$ cat src/rtl/codec_i2s_tx.sv
// codec_i2s_tx: codec-side sample source / serializer.
//   Issues a one-cycle new_sample_ready pulse per audio frame, captures the
//   sample returned upstream at the last cycle of the frame, and shifts it out
//   MSB-first, left-justified, on both lrclk slots of the following frame.
// Ports:
//   clk               in   system clock, rising edge
//   reset             in   synchronous, active-high
//   sample_in         in   WIDTH-bit two's-complement sample
//   tx_enable         in   0 = mute (capture zeros)
//   new_sample_ready  out  one-cycle request pulse at frame start
//   bclk              out  serial bit clock
//   lrclk             out  0 = left slot, 1 = right slot
//   sdata             out  serial data, changes on bclk fall
module codec_i2s_tx #(
    parameter int unsigned WIDTH     = 16,
    parameter int unsigned BCLK_HALF = 4
) (
    input  logic             clk,
    input  logic             reset,
    input  logic [WIDTH-1:0] sample_in,
    input  logic             tx_enable,
    output logic             new_sample_ready,
    output logic             bclk,
    output logic             lrclk,
    output logic             sdata
);

    localparam int unsigned SLOTS = 2 * WIDTH;
    localparam int unsigned PW    = (BCLK_HALF > 1) ? $clog2(BCLK_HALF) : 1;
    localparam int unsigned SW    = $clog2(SLOTS);
    localparam int unsigned IW    = $clog2(WIDTH);

    // Frame position is held as (slot, bclk half, phase within half) rather
    // than a flat cycle count, so no dividers are needed to derive outputs.
    logic [PW-1:0]    ph_q, ph_d;
    logic             half_q, half_d;
    logic [SW-1:0]    slot_q, slot_d;
    // Cleared by reset; the first cycle after release shows position 0.
    logic             run_q, run_d;
    logic [WIDTH-1:0] hold_q, hold_d;
    logic [WIDTH-1:0] shreg_q, shreg_d;

    logic nsr_q, nsr_d;
    logic bclk_q, bclk_d;
    logic lrclk_q, lrclk_d;
    logic sdata_q, sdata_d;

    logic          half_end;
    logic          frame_end;
    logic [SW-1:0] slot_mod;
    logic [IW-1:0] bit_pos;

    always_comb begin
        ph_d      = ph_q;
        half_d    = half_q;
        slot_d    = slot_q;
        run_d     = run_q;
        hold_d    = hold_q;
        shreg_d   = shreg_q;
        half_end  = (ph_q == PW'(BCLK_HALF - 1));
        frame_end = half_end && half_q && (slot_q == SW'(SLOTS - 1));

        if (!run_q) begin
            run_d  = 1'b1;
            ph_d   = '0;
            half_d = 1'b0;
            slot_d = '0;
        end else begin
            if (half_end) begin
                ph_d   = '0;
                half_d = ~half_q;
                if (half_q) begin
                    slot_d = frame_end ? '0 : slot_q + SW'(1);
                end
            end else begin
                ph_d = ph_q + PW'(1);
            end
            // Capture and load share the wrap edge, so the sample captured at
            // the end of frame N is serialized throughout frame N+1.
            if (frame_end) begin
                hold_d  = tx_enable ? sample_in : '0;
                shreg_d = hold_d;
            end
        end

        // Outputs are registered from next-state so they line up with the
        // position they describe.
        nsr_d    = (ph_d == '0) && !half_d && (slot_d == '0);
        bclk_d   = half_d;
        lrclk_d  = (slot_d >= SW'(WIDTH));
        slot_mod = lrclk_d ? (slot_d - SW'(WIDTH)) : slot_d;
        bit_pos  = IW'(WIDTH - 1) - IW'(slot_mod);
        sdata_d  = shreg_d[bit_pos];
    end

    always_ff @(posedge clk) begin
        if (reset) begin
            ph_q    <= '0;
            half_q  <= 1'b0;
            slot_q  <= '0;
            run_q   <= 1'b0;
            hold_q  <= '0;
            shreg_q <= '0;
            nsr_q   <= 1'b0;
            bclk_q  <= 1'b0;
            lrclk_q <= 1'b0;
            sdata_q <= 1'b0;
        end else begin
            ph_q    <= ph_d;
            half_q  <= half_d;
            slot_q  <= slot_d;
            run_q   <= run_d;
            hold_q  <= hold_d;
            shreg_q <= shreg_d;
            nsr_q   <= nsr_d;
            bclk_q  <= bclk_d;
            lrclk_q <= lrclk_d;
            sdata_q <= sdata_d;
        end
    end

    assign new_sample_ready = nsr_q;
    assign bclk             = bclk_q;
    assign lrclk            = lrclk_q;
    assign sdata            = sdata_q;

endmodule

$ cat config.mk
export PLATFORM = sky130hd
export DESIGN_NAME = codec_i2s_tx
export DESIGN_NICKNAME = d
export VERILOG_FILES = /design/src/rtl/codec_i2s_tx.sv
export SDC_FILE = /design/constraint.sdc
export NUM_CORES = 1
export LEC_CHECK = 0
export ABC_AREA = 1
export BUFFER_PORTS_ARGS = -buffer_cell sky130_fd_sc_hd__buf_4
export CORE_MARGIN = 2
export CORE_UTILIZATION = 30
export CTS_BUF_LIST = sky130_fd_sc_hd__clkbuf_16
export DETAILED_ROUTE_END_ITERATION = 16
export PLACE_DENSITY = 0.49
export SYNTH_ARGS = -nofsm -noshare
export SYNTH_HDL_FRONTEND = slang
export SYNTH_SLANG_ARGS = --single-unit
$ cat constraint.sdc
create_clock -name clk -period 2.2 [get_ports clk]
set_input_delay 0.33 -clock clk [delete_from_list [all_inputs] [get_ports clk]]
set_output_delay 0.33 -clock clk [all_outputs]
set_load 0.02 [all_outputs]
Word level (Yosys, flattened, before mapping). Cells that the tools add are included.

Logic and storage cells: 39. Bits in registers: 28. Input port bits: 19.

Equal/unequal tests: 2. Multiplexer cells: 15. Bitwise gates (word level): 1. Add/sub/neg operators: 4. Order comparisons: 2. Reduce and logical (&&, ||, !) cells: 7.

Operators with widths (count): $mux 16 (3); $mux 5 (4); $add 5x1->5 const B (1); $eq 5x5->1 const B (1); $ge 5x5->1 const B (1); $logic_not 5->1 (1); $lt 4x5->1 const B (1); $bmux 1 s4 (1); $logic_and 1x1->1 (4); $mux 1 (4); $mux 2 (2); $mux 4 (1); $sub 4x1->4 const B (1); $sub 4x4->4 const A (1); $add 2x1->2 const B (1); $eq 2x2->1 const B (1); $logic_not 2->1 (1); $logic_not 1->1 (1); $not 1->1 (1).

Longest topological paths before layout. Gate-level depths: netlist of the first run.

Depth in word-level cells: 12. Mapped depth: 14. Mapped depth without buffers: 14.

Worst setup path before layout of the first run. No wires, ideal clock.

Path kind: register to register. Start: register slot_q[0]. End: register sdata_q (netlist: sdata). Arrival time: 1.700 ns. Slack: 0.371 ns. Clock period less this slack: 1.829 ns. Library setup time: 0.129 ns. Required time: 2.071 ns. Cell stages (with the launch flop): 14. Cell sequence: dfxtp_1 > ha_1 > nand2_1 > nor2_1 > ha_1 > nand3_4 > buf_6 > buf_12 > a21oi_2 > nand2_1 > nand3_1 > nand3_1 > nand3_1 > a21oi_2.

Cells in the longest elaborated chain, start to end: 11.

Ends and longest elaborated chain: from (decl) (line 37) `logic [SW-1:0] slot_q, slot_d;`; from (signal assigned) (line 111) `slot_q <= slot_d;`; parallel branches: the longest is 9 deep, another holds $add 5x1->5; $bmux 1 s4 * (line 93) `sdata_d = shreg_d[bit_pos];`; $mux 1 (implied by the code) * (line 93); to (signal assigned) (line 118) `sdata_q <= sdata_d;`; to (decl) (line 46) `logic sdata_q, sdata_d;`.

Every way passes the cells marked *. The select of a mux whose other input is x is not followed. A chain may end at the register's enable or synchronous reset.

Final worst setup path of the first run.
Start: register slot_q[0]. End: register nsr_q (netlist: new_sample_ready).

Cells in the longest elaborated chain, start to end: 8.

Ends and longest elaborated chain: parallel branches: the longest is 4 deep, another holds $add 5x1->5; $mux 5 * (line 69) `if (half_end) begin`; $mux 5 * (line 63) `if (!run_q) begin`; $logic_not 5->1 * (line 88) `nsr_d = (ph_d == '0) && !half_d && (slot_d == '0);`; $logic_and 1x1->1 * (line 88); to (signal assigned) (line 115) `nsr_q <= nsr_d;`; to (decl) (line 43) `logic nsr_q, nsr_d;`.

Every way passes the cells marked *.

==> out/qor.yml, run 1 <==
drt:
  drtAntennaViolNets: 0
  via_per_inst: 4.33
  first_pass_iters: 4
  wl_per_cell_um: 10.1
  route.vias.total: 1286
  drt_iter0_markers: 70
  routed_wl_mm: 2.99
  drc: 0
run_status:
  status: "complete, no violations"
grt:
  grt_use_total_pct: 11.7
  grt_pass1_wl_mm: 5.09
  grt_max_degree: 30
  antenna_found_initial: 0
  grt_pass1_vias: 1121
  grt_overflow: 0
flow_run:
  maxCapViolCount: 0
logic_synthesis:
  yosysSeqAreaShare_pct: 37.6
  synth_edf_count: 0
  ys.warnings.count: 0
  netlist_area_um2: 1490
  synth_nets: 233
  synth-seq-cells: 28
  synth_ff_type: "dfxtp_1"
  postSynthAreaPerCell_um2: 7.10
  yosysUniqueCellTypes: 29
  synthArstFlopShare_pct: 0
  syn_inst: 210
timing:
  finalSetupViolCount: 0
  tns_ns: 0
  maxSlewHeadroom_pct: 79.6
  hold_viol: 0
  fin_crit_ns: 1.99
  maxClockFrequency_mhz: 504
  whs_ns: 0.405
  tightest_slew_ns: 0.303
  fin_crit_sh_pct: 90.3
  skew_ns: 0.00377
  slew_viol_final: 0
  rsz0062_at_grt: "no"
setup_path:
  crit_type: "reg -> reg"
  rr_worst_depth: 12
  max_stage_delay_ns: 0.38
  setup.worst_path.start_class: "flop"
  worstPathCellList: "ha_1, nand2_1, nor2_1, ha_1, nand2_1, nand2_2, nand2_2, nand2_4, inv_4, nor4_1, nand4_1, inv_1"
  crit_path_max_fanout: 10
  rrSetupSlack_ns: 0.21
  endpoint_kind: "flop"
  crit_path_top_delay_cell: "dfxtp_1"
  crit_required_ns: 2.41
  critPathArrivalTime_ns: 2.19
floorplan:
  die-area_um2: 5550
  start_util_pct: 31.4
  ios: 23
  die_x_um: 74.5
  fp.dieH_um: 74.5
  fp-row-count: 25
  core_um2: 4750
cts:
  clkSlewWorstSetupHoldPaths_ns: 0.07
  clockBufferDepth: 2
  cts_tree: "done"
  numCtsBuffers: 3
  clock_latency_ns: 0.26
  postCtsSetupBuffers: 0
  htree_levels: 1
  ctsResizeCount: 0
  holdBufCountCts: 0
  cts.sinks: 28
  root_buffer: "clkbuf_16"
place:
  portBuffers: 22
  dp_hpwl_mm: 2.28
  dpl_cell_area_um2: 1710
  place.gp.congestion: 0.855
worst_hold_path:
  min_path_type: "in -> reg"
  hold_depth: 2
finish:
  final_common_cell: "nand2_1"
  mostFrequentLayoutCells: "nand2_1, nor2_1, dfxtp_1"
  areaGrowthSynthToFinish_pct: 19.7
  seqCellArea_um2: 561
  fin_nets: 254
  final_layout_size_suffix_gt1_share_pct: 23.9
  n_fill_cell: 535
  multi_input_comb_area_um2: 785
  n_antenna_cell: 0
  stdcell_area_um2: 1790
power:
  vdd_drop_max_mv: 0.237
  p_per_area_nw_per_um2: 554
  power.leakage_nw: 0.846
registers in the layout (all words and copies together), names as in the netlist:
name              cells
shreg_q              16
slot_q                5
ph_q                  2
bclk                  1
lrclk                 1
new_sample_ready      1
run_q                 1
sdata                 1
routing by layer:
metal	wire length, µm	track usage (%)
met1	1520	16.8
met2	1320	18.0
met3	119	1.90
met4	27	3.57
met5	0	0
where the power goes:
group          internal (W)   total, W  switching [W]  leakage, nW
registers          0.000511   0.000514     0.00000291        0.226
logic             0.0000306  0.0000624      0.0000318        0.582
clock network      0.000244   0.000413       0.000170       0.0385
cells in the mapped netlist (2+ instances only):
master	instances	area (µm²)
nand2_1	51	191
nor2_1	46	173
dfxtp_1	28	561
inv_1	17	63.8
nand3_1	17	85.1
a21oi_2	9	78.8
ha_1	4	50.1
nand2_2	4	25.0
nand3_2	4	40.0
nand4_1	3	18.8
buf_1	2	7.51
buf_2	2	10.0
buf_6	2	22.5
inv_2	2	7.51
nand2_4	2	22.5
nor2_4	2	22.5
nor3_1	2	10.0
o21ai_0	2	10.0
critical path, delay by kind of cell (launching register included):
kind | cells | cell delay [ns]
buffers and inverters | 2 | 0.14
DFF | 1 | 0.38
adders and majority gates | 2 | 0.44
and+or+nand+nor | 8 | 0.98
cell type report:
class	instances	share of cell area, %
clock buffers	3	4.20
well taps	67	4.70
flip-flops and latches	28	31.4
inverters	20	4.34
multi-input cells	153	43.9
repair buffers	25	11.2
clock inverters	1	0.210
worst paths after layout:
kind | start | endpoint
worst max-delay path | slot_q[0]$_SDFF_PP0_ | new_sample_ready$_SDFF_PP0_
worst min-delay path | reset | run_q$_DFF_P_
worst max register to register | slot_q[0]$_SDFF_PP0_ | new_sample_ready$_SDFF_PP0_
worst min register to register | ph_q[0]$_SDFF_PP0_ | ph_q[0]$_SDFF_PP0_
cells by family (layout without fill, tap and decap cells):
kind of cell | after synthesis | after routing | synth area share (%)
buf+inv | 29 | 49 | 9.82
flops | 28 | 28 | 37.6
compound gates | 14 | 14 | 7.21
fa+ha+maj | 4 | 4 | 3.36
xor+xnor | 1 | 1 | 0.587
simple gates | 134 | 134 | 41.4
per-stage QoR:
step | total power, W | utilization [%] | cells | setup slack, ns
floorplan | 0.000557 | - | 210 | 0.371
global placement | 0.000590 | 35.9 | 293 | 0.234
detailed placement | 0.000589 | 35.9 | 293 | 0.225
CTS | 0.00101 | 37.6 | 297 | 0.217
global route | 0.00104 | 37.6 | 297 | 0.0259
finish | 0.000990 | 37.6 | 297 | 0.214
Note: power is estimated with default switching activity, not from simulation.
==> run 2: changes to the inputs <==
RECOVER_POWER = 100   (was unset)
==> run 2 against run 1 <==
Against the previous run:
- largest power group unchanged
- utilization down 1.0 points
- sequential cell count stayed put
- via count down 0.54%
==> out/qor.yml, run 2 (synthesized netlist as in run 1, its figures left out) <==
grt:
  busiest_layer: "met2"
  use_met1_pct: 16.8
  grt_pass1_vias: 1121
  grt_use_total_pct: 11.7
  grt_pass1_wl_mm: 5.09
  grt_use_met3_pct: 1.90
  antenna_found_initial: 0
  use_met2_pct: 18.0
  grt_max_degree: 30
  grt_overflow: 0
timing:
  final.setup.worst_slack_ns: 0.219
  maxClockFrequency_mhz: 505
  fin_crit_sh_pct: 90.0
  rsz0062_at_grt: "no"
  tns_ns: 0
  fin_crit_ns: 1.98
  hold_viol: 0
  whs_ns: 0.405
  maxSlewHeadroom_pct: 68.7
  finalSetupViolCount: 0
  tightest_slew_ns: 0.468
  skew_ns: 0.00207
  slew_viol_final: 0
cts:
  clockBufferDepth: 2
  clkSlewWorstSetupHoldPaths_ns: 0.07
  holdBufCountCts: 0
  cts.sinks: 28
  cts_tree: "done"
  clock_latency_ns: 0.26
  htree_levels: 1
  ctsResizeCount: 0
  postCtsSetupBuffers: 0
  numCtsBuffers: 3
  root_buffer: "clkbuf_16"
place:
  dpl_cell_area_um2: 1710
  portBuffers: 22
  dp_hpwl_mm: 2.28
  place.gp.congestion: 0.855
  dp_slack_ns: 0.225
finish:
  top_register: "shreg_q"
  areaGrowthSynthToFinish_pct: 16.5
  stdcell_area_um2: 1740
  fin_nets: 254
  n_antenna_cell: 0
  reg.largest.list: "shreg_q x16, slot_q x5, ph_q x2"
  final_layout_size_suffix_gt1_share_pct: 18.7
  n_fill_cell: 544
  largest_reg_flops: 16
  mostFrequentLayoutCells: "nand2_1, nor2_1, dfxtp_1"
  final_common_cell: "nand2_1"
power:
  power_frac_clock_pct: 41.8
  p_seq_share_pct: 52.0
  combPwrFrac_pct: 6.2
  power_switching_w: 0.000204
  vdd_drop_max_mv: 0.246
  p_int_w: 0.000784
  power.leakage_nw: 0.822
  p_per_area_nw_per_um2: 568
  p_sw_share_pct: 20.7
  power.total_w: 0.000988
setup_path:
  crit_path_top_delay_cell: "dfxtp_1"
  max_stage_delay_ns: 0.37
  critPathArrivalTime_ns: 2.19
  worstPathCellList: "ha_1, nand2_1, nor2_1, ha_1, nand2_1, nand2_2, nand2_2, nand2_4, inv_4, nor4_1, nand4_1, inv_1"
  crit_type: "reg -> reg"
  crit_required_ns: 2.41
  endpoint_kind: "flop"
  path_delay_family: "simple AND/OR/NAND/NOR gates"
  setup.worst_path.start_class: "flop"
  crit_path_max_fanout: 10
  path_buf_inv: 2
  rrSetupSlack_ns: 0.22
floorplan:
  core_um2: 4750
  fp.dieH_um: 74.5
  start_util_pct: 31.4
  ios: 23
  die_x_um: 74.5
  fp-row-count: 25
  die-area_um2: 5550
drt:
  drtAntennaViolNets: 0
  first_pass_iters: 6
  via_per_inst: 4.31
  wl_per_cell_um: 10.2
  drc: 0
  route.vias.total: 1279
  routed_wl_mm: 3.02
  drt_iter0_markers: 70
flow_run:
  maxCapViolCount: 0
run_status:
  status: "complete, no violations"
worst_hold_path:
  min_path_type: "in -> reg"
==> run 2: changes by cell type in the layout (fill, tap and decap cells not counted), sizes merged <==
| cell | delta |
|---|---|
| buf | -4 |
| clkbuf | +4 |
==> run 2: path summary, 6_finish.rpt <==
path,startpoint,endpoint,depth (start not counted)
worst min register to register,ph_q[0]$_SDFF_PP0_,ph_q[0]$_SDFF_PP0_,1
worst max-delay path,slot_q[0]$_SDFF_PP0_,new_sample_ready$_SDFF_PP0_,12
worst max register to register,slot_q[0]$_SDFF_PP0_,new_sample_ready$_SDFF_PP0_,12
worst min-delay path,reset,run_q$_DFF_P_,2
==> run 2: area by class of cell <==
class | count | area, µm² | area share (%)
clock inverter | 1 | 3.75 | 0.216
clock buffer | 3 | 75.1 | 4.32
sequential | 28 | 561 | 32.3
timing repair buffer | 25 | 185 | 10.7
inverter | 20 | 77.6 | 4.46
tap | 67 | 83.8 | 4.82
multi-input combinational | 153 | 752 | 43.3
==> run 2: worst reg2reg max path, cell delays in order (launching register included) <==
cell	delay, ns
dfxtp_1	0.37
ha_1	0.21
nand2_1	0.06
nor2_1	0.09
ha_1	0.23
nand2_1	0.13
nand2_2	0.09
nand2_2	0.07
nand2_4	0.13
inv_4	0.07
nor4_1	0.29
nand4_1	0.12
inv_1	0.07
==> run 2: layer usage <==
| metal | vias up | part of all wire, % | wire length, µm |
|---|---|---|---|
| met5 | - | 0 | 0 |
| met1 | 562 | 52 | 1580 |
| li1 | 696 | - | - |
| met3 | 2 | 3.5 | 107 |
| met2 | 19 | 43 | 1310 |
| met4 | 0 | 0.89 | 27 |
==> run 2: metrics by stage <==
| step | std cells | utilization, % |
|---|---|---|
| 6_report | 297 | 36.6 |
| 3_5_place_dp | 293 | 35.9 |
| 4_1_cts | 297 | 37.6 |
| 5_1_grt | 297 | 36.6 |
| 3_3_place_gp | 293 | 35.9 |
| 2_1_floorplan | 210 | - |
==> run 2: power groups by stage <==
stage / clock [W] / sequential, W / combinational [W]
finish: 0.000413 / 0.000514 / 0.0000611
global route: 0.000452 / 0.000514 / 0.0000696
CTS: 0.000427 / 0.000514 / 0.0000640
detailed placement: 0 / 0.000526 / 0.0000638
global placement: 0 / 0.000526 / 0.0000641
floorplan: 0 / 0.000526 / 0.0000312
==> run 3: changes to the inputs <==
PLACE_DENSITY = 0.5   (was 0.49)
clock period = 1.7 ns   (was 2.2 ns; I/O delays follow)
==> run 3 against run 2 <==
Against the previous run:
- the flow now finishes with violations (negative setup slack)
- largest power group unchanged
- sequential share of layout area shrank 5.7 points
- cell area grew 22%
- wire length grew 18%
- critical path depth is the same
- critical path type unchanged
- total power grew 31%
- setup slack lost 0.38 ns
- clock skew grew 0.0016 ns
- cell count grew 9.4%
- largest cell class unchanged
- fmax grew 6.6%
- sequential power grew 29%
- combinational power grew 43%
==> out/qor.yml, run 3 (synthesized netlist as in run 1, its figures left out) <==
floorplan:
  core_um2: 4750
  die-area_um2: 5550
  fp.dieH_um: 74.5
  fp-row-count: 25
  ios: 23
  die_x_um: 74.5
  start_util_pct: 31.4
worst_hold_path:
  whs_endpoint: "run_q$_DFF_P_"
  worstHoldStart: "reset"
  min_path_type: "in -> reg"
  hold_depth: 2
grt:
  grt_use_met3_pct: 1.63
  grt_overflow: 0
  grt_pass1_wl_mm: 6.07
  grt_use_total_pct: 14.1
  antenna_found_initial: 0
  busiest_layer: "met2"
  grt_pass1_vias: 1325
  grt_max_degree: 28
  use_met1_pct: 20.4
  use_met2_pct: 22.1
place:
  place.gp.congestion: 0.832
  dp_hpwl_mm: 2.49
  portBuffers: 22
timing:
  slew_viol_final: 0
  final.setup.worst_slack_ns: -0.159
  finalSetupViolCount: 2
  skew_ns: 0.00369
  hold_viol: 0
  rsz0062_at_grt: "yes"
  maxSlewHeadroom_pct: 79.6
  fin_crit_ns: 1.86
  maxClockFrequency_mhz: 538
  tightest_slew_ns: 0.306
  fin_crit_sh_pct: 109
power:
  combPwrFrac_pct: 6.7
  power.total_w: 0.00129
  power.leakage_nw: 0.961
  p_seq_share_pct: 51.4
  power_frac_clock_pct: 41.9
  p_per_area_nw_per_um2: 610
  vdd_drop_max_mv: 0.427
  power_switching_w: 0.000276
  p_int_w: 0.00102
  p_sw_share_pct: 21.3
setup_path:
  rr_worst_depth: 12
  crit_path_top_delay_cell: "dfxtp_2"
  rrSetupSlack_ns: -0.16
  rr_startpoint: "slot_q[0]$_SDFF_PP0_"
  path_buf_inv: 1
  r2r_end: "sdata$_SDFF_PP0_"
  path_delay_family: "simple AND/OR/NAND/NOR gates"
  crit_path_max_fanout: 10
  endpoint_kind: "flop"
  crit_type: "reg -> reg"
  crit_required_ns: 1.85
  setup.worst_path.start_class: "flop"
  worstPathCellList: "ha_4, nand2_2, nor2_2, ha_2, nand3_4, clkbuf_16, a21oi_2, nand2_1, nand3_1, nand3_1, nand3_2, a21oi_2"
  max_stage_delay_ns: 0.35
  critPathArrivalTime_ns: 2.01
drt:
  route.vias.total: 1429
  routed_wl_mm: 3.57
  wl_per_cell_um: 11.0
  via_per_inst: 4.40
  drtAntennaViolNets: 0
  first_pass_iters: 4
  drt_iter0_markers: 96
  drc: 0
finish:
  final_layout_size_suffix_gt1_share_pct: 43.0
  fin_nets: 282
  areaGrowthSynthToFinish_pct: 42.2
  multi_input_comb_area_um2: 906
  fin_util_pct: 44.6
  seqCellArea_um2: 563
  top_register: "shreg_q"
  mostFrequentLayoutCells: "nand2_1, buf_4, nor2_1"
  n_antenna_cell: 0
  largest_reg_flops: 16
  n_fill_cell: 534
  reg.largest.list: "shreg_q x16, slot_q x5, ph_q x2"
cts:
  numCtsBuffers: 3
  clockBufferDepth: 2
  clkSlewWorstSetupHoldPaths_ns: 0.07
  cts.sinks: 28
  htree_levels: 1
  holdBufCountCts: 0
  clock_latency_ns: 0.26
  cts_tree: "done"
  root_buffer: "clkbuf_16"
run_status:
  violations: "negative setup slack"
  status: "complete, but fails checks"
flow_run:
  maxCapViolCount: 0
## run 3: repair_timing
action / 4_1_cts / 5_1_grt
hold endpoints to repair: 0 / 0
endpoints found under the setup margin: 2 / 13
setup buffers: 1 / 1
pin swaps: 2 / 10
cloned: 1 / 1
resized for setup: 5 / 31
## run 3: worst max path at each step
stage	from	to	slack [ns]	cells after the start
2_1_floorplan	slot_q[1]$_SDFF_PP0_	sdata$_SDFF_PP0_	-0.08	13
3_3_place_gp	slot_q[1]$_SDFF_PP0_	sdata$_SDFF_PP0_	-0.16	14
3_5_place_dp	slot_q[1]$_SDFF_PP0_	sdata$_SDFF_PP0_	-0.21	14
4_1_cts	slot_q[1]$_SDFF_PP0_	sdata$_SDFF_PP0_	-0.17	13
5_1_grt	slot_q[0]$_SDFF_PP0_	sdata$_SDFF_PP0_	-0.29	12
6_report	slot_q[0]$_SDFF_PP0_	sdata$_SDFF_PP0_	-0.16	12
## run 3: cell type report
class,count,area share [%]
clock buffers,3,3.54
clock inverters,1,0.177
inverters,20,3.78
multi-input cells,154,42.7
flip-flops and latches,28,26.5
well taps,67,3.95
repair buffers,52,19.3
## run 3: layer usage
metal	up-vias	wire length (µm)
li1	758	-
met4	0	48
met3	5	112
met2	23	1630
met1	643	1780
met5	-	0
## run 3: through the flow
step                      instance area, µm²  setup TNS (ns)  cells  worst slack, ns  hold WS, ns
after global routing                    2120          -0.716    325           -0.287        0.357
final                                   2120          -0.164    325           -0.159        0.332
after detailed placement                1910          -0.345    317           -0.208        0.469
after floorplan                         1510         -0.0770    210          -0.0770        0.430
after global placement                  1910          -0.270    317           -0.160        0.464
after CTS                               2020          -0.283    323           -0.166        0.339
## run 3: power groups by stage
stage / Sequential, W / Clock (W) / Combinational, W
after global placement: 0.000681 / 0 / 0.0000859
after CTS: 0.000665 / 0.000562 / 0.0000886
after detailed placement: 0.000681 / 0 / 0.0000862
final: 0.000665 / 0.000542 / 0.0000871
after global routing: 0.000666 / 0.000599 / 0.0000979
after floorplan: 0.000681 / 0 / 0.0000405
